### config.mk
export PLATFORM = sky130hd
export DESIGN_NAME = display_frame_streamer
export DESIGN_NICKNAME = d
export VERILOG_FILES = /design/src/rtl/display_pkg.sv /design/src/rtl/display_frame_streamer_sync_fifo.sv /design/src/rtl/display_frame_streamer.sv
export SDC_FILE = /design/constraint.sdc
export NUM_CORES = 1
export LEC_CHECK = 0
export CAP_MARGIN = 20
export CORE_ASPECT_RATIO = 1.1
export CORE_MARGIN = 2
export CORE_UTILIZATION = 35
export DETAILED_ROUTE_END_ITERATION = 6
export SLEW_MARGIN = 20
export SYNTH_ARGS = -nofsm -noshare
export SYNTH_HDL_FRONTEND = slang
export SYNTH_HIERARCHICAL = 1
export SYNTH_SLANG_ARGS = --single-unit
### constraint.sdc
create_clock -name aclk -period 4.09 [get_ports aclk]
set_input_delay 0.409 -clock aclk [delete_from_list [all_inputs] [get_ports aclk]]
set_output_delay 0.409 -clock aclk [all_outputs]
set_load 0.005 [all_outputs]
### src/rtl/display_pkg.sv
// Shared constants and types for the display frame streamer.
package display_pkg;

   localparam int unsigned PIX_W     = 16;
   localparam int unsigned DEF_X_RES = 480;
   localparam int unsigned DEF_Y_RES = 320;

   localparam logic [1:0] BURST_INCR = 2'b01;
   localparam logic [1:0] RESP_OKAY  = 2'b00;

   typedef enum logic [1:0] {
      ST_IDLE,
      ST_RUN,
      ST_DONE
   } state_e;

endpackage

### src/rtl/display_frame_streamer_sync_fifo.sv
// Single-clock FIFO with registered read data (one-cycle read latency).
module sync_fifo #(
   parameter int unsigned WIDTH = 32,
   parameter int unsigned DEPTH = 32
) (
   input  logic                     aclk,
   input  logic                     resetn,
   input  logic                     push,
   input  logic [WIDTH-1:0]         din,
   input  logic                     pop,
   output logic [WIDTH-1:0]         dout,
   output logic [$clog2(DEPTH):0]   count,
   output logic                     empty,
   output logic                     full
);

   localparam int unsigned AW = $clog2(DEPTH);
   localparam int unsigned CW = AW + 1;

   logic [WIDTH-1:0] mem_q [DEPTH];
   logic [AW-1:0]    wr_ptr_q;
   logic [AW-1:0]    rd_ptr_q;
   logic [CW-1:0]    count_q;
   logic [WIDTH-1:0] dout_q;
   logic             push_ok;
   logic             pop_ok;

   assign empty   = (count_q == '0);
   assign full    = (count_q == CW'(DEPTH));
   assign push_ok = push && !full;
   assign pop_ok  = pop && !empty;
   assign count   = count_q;
   assign dout    = dout_q;

   always_ff @(posedge aclk) begin
      if (push_ok) mem_q[wr_ptr_q] <= din;
   end

   always_ff @(posedge aclk) begin
      if (!resetn) begin
         wr_ptr_q <= '0;
         rd_ptr_q <= '0;
         count_q  <= '0;
         dout_q   <= '0;
      end else begin
         if (push_ok) wr_ptr_q <= wr_ptr_q + AW'(1);
         if (pop_ok) begin
            rd_ptr_q <= rd_ptr_q + AW'(1);
            dout_q   <= mem_q[rd_ptr_q];
         end
         count_q <= count_q + CW'(push_ok) - CW'(pop_ok);
      end
   end

endmodule

### src/rtl/display_frame_streamer.sv
// Streams one framebuffer from an AXI4 read master out as a 16-bit AXI-Stream pixel stream.
module display_frame_streamer
   import display_pkg::*;
#(
   parameter int unsigned MEM_DATA_WIDTH = 32,
   parameter int unsigned ADDR_WIDTH     = 32,
   parameter int unsigned X_RES          = DEF_X_RES,
   parameter int unsigned Y_RES          = DEF_Y_RES,
   parameter int unsigned BURST_LEN      = 16,
   parameter int unsigned FIFO_DEPTH     = 32
) (
   input  logic                      aclk,
   input  logic                      resetn,
   input  logic                      start,
   input  logic [ADDR_WIDTH-1:0]     base_addr,
   output logic                      busy,
   output logic                      done,
   output logic                      rd_error,
   output logic [ADDR_WIDTH-1:0]     m_axi_araddr,
   output logic [7:0]                m_axi_arlen,
   output logic [2:0]                m_axi_arsize,
   output logic [1:0]                m_axi_arburst,
   output logic                      m_axi_arvalid,
   input  logic                      m_axi_arready,
   input  logic [MEM_DATA_WIDTH-1:0] m_axi_rdata,
   input  logic [1:0]                m_axi_rresp,
   input  logic                      m_axi_rlast,
   input  logic                      m_axi_rvalid,
   output logic                      m_axi_rready,
   output logic                      m_axis_tvalid,
   input  logic                      m_axis_tready,
   output logic                      m_axis_tlast,
   output logic [15:0]               m_axis_tdata
);

   localparam int unsigned PPW          = MEM_DATA_WIDTH / PIX_W;
   localparam int unsigned TOTAL_PIX    = X_RES * Y_RES;
   localparam int unsigned TOTAL_BEATS  = TOTAL_PIX / PPW;
   localparam int unsigned TOTAL_BURSTS = TOTAL_BEATS / BURST_LEN;
   localparam int unsigned BURST_BYTES  = BURST_LEN * MEM_DATA_WIDTH / 8;
   localparam int unsigned SUB_W        = (PPW > 1) ? $clog2(PPW) : 1;
   localparam int unsigned PIX_CNT_W    = $clog2(TOTAL_PIX + 1);
   localparam int unsigned BURST_CNT_W  = $clog2(TOTAL_BURSTS + 1);
   localparam int unsigned OUT_W        = $clog2(FIFO_DEPTH + 1);
   localparam int unsigned FCNT_W       = $clog2(FIFO_DEPTH) + 1;

   state_e                    state_q;
   logic                      busy_q, done_q, rd_error_q;
   logic [ADDR_WIDTH-1:0]     araddr_q;
   logic                      arvalid_q;
   logic [BURST_CNT_W-1:0]    bursts_q;
   logic [OUT_W-1:0]          outst_q;
   logic [MEM_DATA_WIDTH-1:0] word_q;
   logic [SUB_W-1:0]          sub_q;
   logic                      tvalid_q, tlast_q;
   logic [PIX_W-1:0]          tdata_q;
   logic                      dout_vld_q;
   logic [PIX_CNT_W-1:0]      pix_q;

   logic [MEM_DATA_WIDTH-1:0] fifo_dout;
   logic [FCNT_W-1:0]         fifo_count;
   logic                      fifo_empty, fifo_full_unused, fifo_pop;
   logic                      ar_hs, credit_ok, last_sub, advance_sub, take_word, last_pix;
   logic                      rlast_unused;

   assign rlast_unused = m_axi_rlast;

   sync_fifo #(
      .WIDTH (MEM_DATA_WIDTH),
      .DEPTH (FIFO_DEPTH)
   ) u_fifo (
      .aclk   (aclk),
      .resetn (resetn),
      .push   (m_axi_rvalid),
      .din    (m_axi_rdata),
      .pop    (fifo_pop),
      .dout   (fifo_dout),
      .count  (fifo_count),
      .empty  (fifo_empty),
      .full   (fifo_full_unused)
   );

   // A burst may only be requested if every beat already owed to us still fits.
   assign ar_hs     = arvalid_q && m_axi_arready;
   assign credit_ok = (32'(fifo_count) + 32'(outst_q) + BURST_LEN) <= FIFO_DEPTH;

   // The FIFO word is prefetched into dout so a new word is ready the cycle the last sub-pixel leaves.
   assign last_sub    = (sub_q == SUB_W'(PPW - 1));
   assign advance_sub = tvalid_q && m_axis_tready && !last_sub;
   assign take_word   = dout_vld_q && (!tvalid_q || (m_axis_tready && last_sub));
   assign fifo_pop    = !fifo_empty && (!dout_vld_q || take_word);
   assign last_pix    = (pix_q == PIX_CNT_W'(TOTAL_PIX - 1));

   always_ff @(posedge aclk) begin
      if (!resetn) begin
         state_q    <= ST_IDLE;
         busy_q     <= 1'b0;
         done_q     <= 1'b0;
         rd_error_q <= 1'b0;
         araddr_q   <= '0;
         arvalid_q  <= 1'b0;
         bursts_q   <= '0;
         outst_q    <= '0;
         word_q     <= '0;
         sub_q      <= '0;
         tvalid_q   <= 1'b0;
         tlast_q    <= 1'b0;
         tdata_q    <= '0;
         dout_vld_q <= 1'b0;
         pix_q      <= '0;
      end else begin
         done_q  <= 1'b0;
         outst_q <= outst_q + (ar_hs ? OUT_W'(BURST_LEN) : '0) - OUT_W'(m_axi_rvalid);
         if (m_axi_rvalid && (m_axi_rresp != RESP_OKAY)) rd_error_q <= 1'b1;

         case (state_q)
            ST_IDLE: begin
               if (start) begin
                  state_q    <= ST_RUN;
                  busy_q     <= 1'b1;
                  araddr_q   <= base_addr;
                  rd_error_q <= 1'b0;
                  bursts_q   <= '0;
                  pix_q      <= '0;
               end
            end
            ST_RUN: begin
               if (arvalid_q) begin
                  if (m_axi_arready) begin
                     arvalid_q <= 1'b0;
                     araddr_q  <= araddr_q + ADDR_WIDTH'(BURST_BYTES);
                     bursts_q  <= bursts_q + BURST_CNT_W'(1);
                  end
               end else if ((bursts_q < BURST_CNT_W'(TOTAL_BURSTS)) && credit_ok) begin
                  arvalid_q <= 1'b1;
               end
               if (tvalid_q && m_axis_tready && tlast_q) begin
                  state_q <= ST_DONE;
                  busy_q  <= 1'b0;
                  done_q  <= 1'b1;
               end
            end
            default: state_q <= ST_IDLE;
         endcase

         // Serializer: lowest 16-bit half of each word first.
         if (advance_sub) begin
            sub_q   <= sub_q + SUB_W'(1);
            tdata_q <= PIX_W'(word_q >> (PIX_W * (32'(sub_q) + 32'd1)));
            tlast_q <= last_pix;
            pix_q   <= pix_q + PIX_CNT_W'(1);
         end else if (take_word) begin
            word_q   <= fifo_dout;
            sub_q    <= '0;
            tdata_q  <= fifo_dout[PIX_W-1:0];
            tvalid_q <= 1'b1;
            tlast_q  <= last_pix;
            pix_q    <= pix_q + PIX_CNT_W'(1);
         end else if (tvalid_q && m_axis_tready) begin
            tvalid_q <= 1'b0;
            tlast_q  <= 1'b0;
         end

         if (fifo_pop)       dout_vld_q <= 1'b1;
         else if (take_word) dout_vld_q <= 1'b0;
      end
   end

   assign busy          = busy_q;
   assign done          = done_q;
   assign rd_error      = rd_error_q;
   assign m_axi_araddr  = araddr_q;
   assign m_axi_arlen   = 8'(BURST_LEN - 1);
   assign m_axi_arsize  = 3'($clog2(MEM_DATA_WIDTH / 8));
   assign m_axi_arburst = BURST_INCR;
   assign m_axi_arvalid = arvalid_q;
   assign m_axi_rready  = 1'b1;
   assign m_axis_tvalid = tvalid_q;
   assign m_axis_tlast  = tlast_q;
   assign m_axis_tdata  = tdata_q;

endmodule

# Word-level counts from Yosys, hierarchy flattened
# Memories as Yosys holds them, arrays and structs flattened. A register that Yosys moved wholly into a read port is not among the register bits.
# Cells that the tools add are included.
[word_totals]
ram_bits = 1024
memories = 1
output_inout_bits = 68
regBits = 143
inputBits = 73
word_cells = 116
[mem_list]
columns = ["memory", "depth", "word_bits", "rd", "rd_clocked_by_memory_dff", "write_ports", "line", "rtl"]
rows = [
  ["u_fifo.mem_q", 32, 32, 1, 1, 1, "display_frame_streamer_sync_fifo.sv:20", "logic [WIDTH-1:0] mem_q [DEPTH];"],
]
[op_classes]
mux = 37
eq_ne = 7
addsub = 13
bitwise = 1
n_shift = 1
n_reduce_logical = 36
order_cmp = 2
[op_table]
columns = ["operator", "n"]
rows = [
  ["32-bit two-way mux", 3],
  ["18-bit two-way mux", 4],
  ["32-bit one-hot mux with 2 select lines", 1],
  ["13-bit two-way mux", 3],
  ["32-bit by 7-bit adder with 32-bit output, second input constant", 1],
  ["16-bit two-way mux", 2],
  ["32-bit by 6-bit right shift with 16-bit output", 1],
  ["13-bit one-hot mux with 2 select lines", 1],
  ["18-bit by 1-bit adder with 18-bit output, second input constant", 1],
  ["18-bit == test, second input constant", 1],
  ["1-bit two-way mux", 18],
  ["13-bit by 1-bit adder with 13-bit output, second input constant", 1],
  ["13-bit less-than comparator, second input constant", 1],
  ["6-bit by 1-bit subtractor with 6-bit output", 2],
  ["1-bit logical AND", 11],
  ["5-bit by 1-bit adder with 5-bit output, second input constant", 2],
  ["2-bit AND reduction", 5],
  ["2-bit nonzero test", 5],
  ["3-bit nonzero test", 3],
  ["7-bit by 5-bit adder with 8-bit output, second input constant", 1],
  ["8-bit by 6-bit less-or-equal comparator with 1-bit output, second input constant", 1],
  ["2-bit inequality test, second input constant", 4],
  ["6-bit by 6-bit adder with 7-bit output", 1],
  ["6-bit by 1-bit adder with 6-bit output", 1],
  ["16 further kinds", 23],
]

# Longest topological paths before layout
[logic_depth]
ltp_word = 7
ltp_mapped = 16
depth_no_buf = 15

# Cells and area by module
# Netlist, hierarchy kept.
[modules_own_cells]
columns = ["mod", "area_each_um2", "instances", "cells_each"]
rows = [
  ["sync_fifo", 40770.4, 1, 1892],
  ["display_frame_streamer", 5835.6, 1, 726],
]

# Worst setup path before layout
# No wires, ideal clock.
[synth_path]
path_kind = "flip-flop to flip-flop"
start = "register u_fifo.count_q[2], in the netlist u_fifo/count[2]"
end = "memory u_fifo.mem_q[15][0], enable pin"
required_ps = 3668
path_stages_with_launch = 8
setup_slack_ps = 946
t_arrival_ps = 2721
n_path_buf = 1
period_less_slack_ps = 3144
setup_ps = 422
path_cell_list = "dfxtp_1 > inv_1 > ha_1 > nor4bb_1 > nor2b_1 > clkbuf_1 > nand2_1 > nor2_1"
[synth_via]
elab_chain_cells = 5
[synth_rtl]
columns = ["item", "line", "rtl"]
rows = [
  ["start: declaration", "display_frame_streamer_sync_fifo.sv:23", "logic [CW-1:0] count_q;"],
  ["start signal: assignment", "display_frame_streamer_sync_fifo.sv:51", "count_q <= count_q + CW'(push_ok) - CW'(pop_ok);"],
  ["6-bit == test", "display_frame_streamer_sync_fifo.sv:29", "assign full = (count_q == CW'(DEPTH));"],
  ["net fifo_full_unused", "display_frame_streamer.sv:62", "logic fifo_empty, fifo_full_unused, fifo_pop;"],
  ["1-bit zero test", "display_frame_streamer_sync_fifo.sv:30", "assign push_ok = push && !full;"],
  ["1-bit logical AND", "display_frame_streamer_sync_fifo.sv:30", ""],
  ["1-bit two-way mux", "display_frame_streamer_sync_fifo.sv:36", "if (push_ok) mem_q[wr_ptr_q] <= din;"],
  ["1-bit two-way mux (implied by the code)", "display_frame_streamer_sync_fifo.sv:36", ""],
  ["end: declaration", "display_frame_streamer_sync_fifo.sv:20", ""],
]
# The timed path passes the listed nets, and every way through them passes these cells.

# Final worst setup path
[layout_path]
start = "register u_fifo.count_q[2], in the netlist u_fifo/count[2]"
end = "memory u_fifo.mem_q[21][0], enable pin"
# The elaborated chain is that of the path after synthesis.

==> impl_results.md <==
- CP cell instances: inv_1, ha_1, nor4bb_1, nor2b_1, buf_4, nand2_1, nor2_4, buf_4
- CP Launch Type: register
- Yosys cell types: 76
- Worst path max stage delay: 0.88 ns
- Starting Density: 35.2%
- Peak VDD IR: 0.000407 V
- CP Data Arrival Time: 3.43 ns
- Reg area: between 30000 and 40000 sq um
- Clk buf depth: 3
- CTS clock-pin slew for the worst setup and hold paths: 0.06 ns
- CTS buffer count: between 100 and 150
- Crit share post-route: 74.5%
- Full die area: approximately 140000 sq um
- Status: completed
- YS warnings: 6
- First-pass GRT wire length: 174000 um
- Worst-margin pin slew: about 1.1 ns
- WL/cell: 25.5 um
- H-tree depth: 3
- DRT iter0 DRCs: approximately 2300
- CTS tree: done
- Async set-or-reset flop fraction in the synthesized netlist: 0%
- Setup crit end kind: register
- CP Max Fanout: 14
- Postcts setup bufs: 0
- Syn Std Cell Area: 46600 sq um
- Multi-input logic area: 12000 sq um
- WS Path Type: register to register
- Final hold slack: 0.222 ns
- Total GRT Usage: around 17%
- Via/cell ratio: 5.43
- CP delay by family, top: simple AND/OR/NAND/NOR gates
- Initial antenna violation count: 6
- Die width: 352 um
- Clk_lat worst skew: 0.71 ns
- Post-route ant nets: 0
- Tightest Hold Check Type: primary input to register
- GR Overflow Total: 0
- HPWL after detailed placement: 69500 um
- Drt pass-1 iters: 5
- Root Driver: clkbuf_16
- Post-route DRC: 0
- Area of the core: ~130000 sq um
- Slowest-stage cell, CP: nor2_4
- LEAKAGE: 0.0172 uW
- Clock skew: 0.0333 ns
- Period minus WS final: about 3.0 ns
- Worst R2R Setup Slack: approximately 1.0 ns
- FMAX: 328 MHz
- Worst Path Buf+Inv: 3
- Ratio of cells with drive above 1 in the final layout: 19.2%
- Chip Height: 387 um
- Vias: 25400
- Most common flop cell mapped by yosys: edfxtp_1
- Setup TNS Final: 0 ns
- Area Growth Syn to Fin: 16.6%
- Clk sinks: ~1200
- WP data required: 4.47 ns
- Vias in the first global route: ~25000
- Largest net degree at the start of global routing: 80
- Top-level port count: roughly 140
- Max-cap viol count: 0
- Most common cell on crit path: buf_4
- Final hold violations: 0
- Filler cell count: 11700
- Avg Synthesized Cell Area: 17.8 sq um
- Power per cell area: 567 nW/um^2
- Post-synthesis sequential area ratio: 72.8%
- Post-synth EDFFs: ~1000
- Final Max Slew Viols: 0
- Cells after Synth: 2618
- RSZ-0062 raised after global routing: false
- Rows: 140
- Relative slew slack: 25.6%
- Resize count post-CTS: 0
- Hold-fix buffers, CTS: 0
- Nets: between 2000 and 3000
- Final setup fails: 0
- FF+latch count, synth: 1183
- IO Port Bufs: 125
- Routed WL: 119000 um
- Final GP Congestion: 0.816
## cell usage in the layout (no fill, tap or decap), types with 11 or more instances in the layout
cell type / netlist / final
and3_1: 12 / 12
a21oi_1: 141 / 141
dfxtp_1: 159 / 155
clkdlybuf4s50_1: 0 / 106
conb_1: 2 / 14
a31oi_1: 13 / 13
clkinv_2: 0 / 15
o221ai_1: 33 / 33
a211oi_1: 22 / 22
nand4_1: 26 / 26
inv_1: 33 / 33
clkbuf_1: 82 / 36
and2_1: 15 / 15
xor2_1: 11 / 11
mux2i_1: 154 / 154
mux4_2: 186 / 186
nor2_1: 112 / 79
nor2b_1: 14 / 11
edfxtp_1: 1024 / 1024
xnor2_1: 16 / 16
nor3_1: 12 / 12
buf_12: 3 / 31
a2111oi_2: 20 / 20
a22oi_1: 33 / 33
buf_4: 26 / 76
clkbuf_8: 0 / 20
a22o_1: 63 / 63
clkinv_1: 0 / 16
clkbuf_16: 0 / 116
o22ai_1: 39 / 39
nand2_1: 96 / 96
nor2_4: 0 / 33
ha_1: 34 / 34
o21ai_0: 38 / 38
buf_2: 42 / 19
nand3_1: 30 / 29
## state kept, by name (all words and copies together), names as in the netlist, 6 cells and up
signal,count
u_fifo/mem_q,1024
m_axi_araddr,32
u_fifo/dout,32
pix_q,18
m_axis_tdata,16
word_q,16
bursts_q,13
outst_q,6
u_fifo/count,6
## synth_stat cells (4+ instances only)
cell,n,area [sq um]
a2111oi_0,11,96.3
a2111oi_2,20,300
a211oi_1,22,165
a21o_1,4,30.0
a21oi_1,141,706
a22o_1,63,552
a22oi_1,33,248
a31oi_1,13,81.3
and2_1,15,93.8
and3_1,12,75.1
and4_1,6,52.6
buf_1,11,41.3
buf_2,42,210
buf_4,26,195
buf_6,6,67.6
clkbuf_1,82,308
dfxtp_1,159,3180
edfxtp_1,1024,30700
ha_1,34,425
inv_1,33,124
mux2i_1,154,1540
mux4_1,6,158
mux4_2,186,4190
nand2_1,96,360
nand2b_1,4,25.0
nand3_1,30,150
nand3b_1,7,52.6
nand4_1,26,163
nor2_1,112,420
nor2b_1,14,87.6
nor3_1,12,60.1
nor4_1,6,37.5
o21ai_0,38,190
o221ai_1,33,289
o22ai_1,39,244
or3_1,7,43.8
xnor2_1,16,140
xor2_1,11,96.3
## power breakdown
part	switching (uW)	internal, uW
logic	3630	2990
registers	346	13500
clock network	4460	5850
total	8440	22400
## path summary, 6_finish.rpt
check                                   from  cells after the start                             end
setup / recovery  u_fifo/count[2]$_SDFF_PN0_                      8   u_fifo/mem_q[21][0]$_DFFE_PP_
hold / removal               m_axi_rdata[26]                      1  u_fifo/mem_q[21][26]$_DFFE_PP_
setup reg to reg  u_fifo/count[2]$_SDFF_PN0_                      8   u_fifo/mem_q[21][0]$_DFFE_PP_
hold reg to reg          rd_error$_SDFF_PN0_                      2             rd_error$_SDFF_PN0_
## per-layer routing
| layer | routed length (um) | GRT usage (%) | share of wire [%] | vias up |
|---|---|---|---|---|
| met5 | 13 | 0 | 0.011 | - |
| met4 | 2150 | 3.75 | 1.8 | 2 |
| met3 | 7180 | 2.71 | 6.0 | 142 |
| met2 | 58600 | 28.9 | 49 | 850 |
| met1 | 51300 | 23.5 | 43 | 13400 |
| li1 | - | - | - | 11000 |
## area by class of cell
| cell class | instances | area share [%] |
|---|---|---|
| inverter | 34 | 0.235 |
| clock inverter | 42 | 0.700 |
| antenna | 2 | 0.00921 |
| timing repair buffer | 233 | 4.35 |
| tap | 1775 | 4.09 |
| sequential | 1183 | 62.5 |
| clock buffer | 172 | 6.10 |
| multi-input combinational | 1242 | 22.1 |
## logic make-up (layout without fill, tap and decap cells)
group | after synthesis | after routing | share of synthesized area (%)
compound gates | 448 | 448 | 6.84
xor+xnor | 27 | 27 | 0.507
fa+ha+maj | 37 | 37 | 1.04
buf+inv | 205 | 481 | 2.18
flops | 1183 | 1183 | 72.8
mux | 346 | 346 | 12.6
other cells | 2 | 16 | 0.0161
simple gates | 370 | 370 | 3.97
## per-stage QoR
stage                     total power (uW)  utilization (%)  cell area (sq um)  setup slack [ns]  std cells
after CTS                            31100             41.1              54400              1.02       4680
after floorplan                      18500                -              46700             0.946       2630
final                                30800             41.1              54300              1.04       4683
after global routing                 32000             41.1              54300             0.891       4681
after detailed placement             20800             38.3              50700             0.743       4466
after global placement               20800             38.4              50700             0.684       4466
No activity file was read; power rests on OpenSTA's default activity.
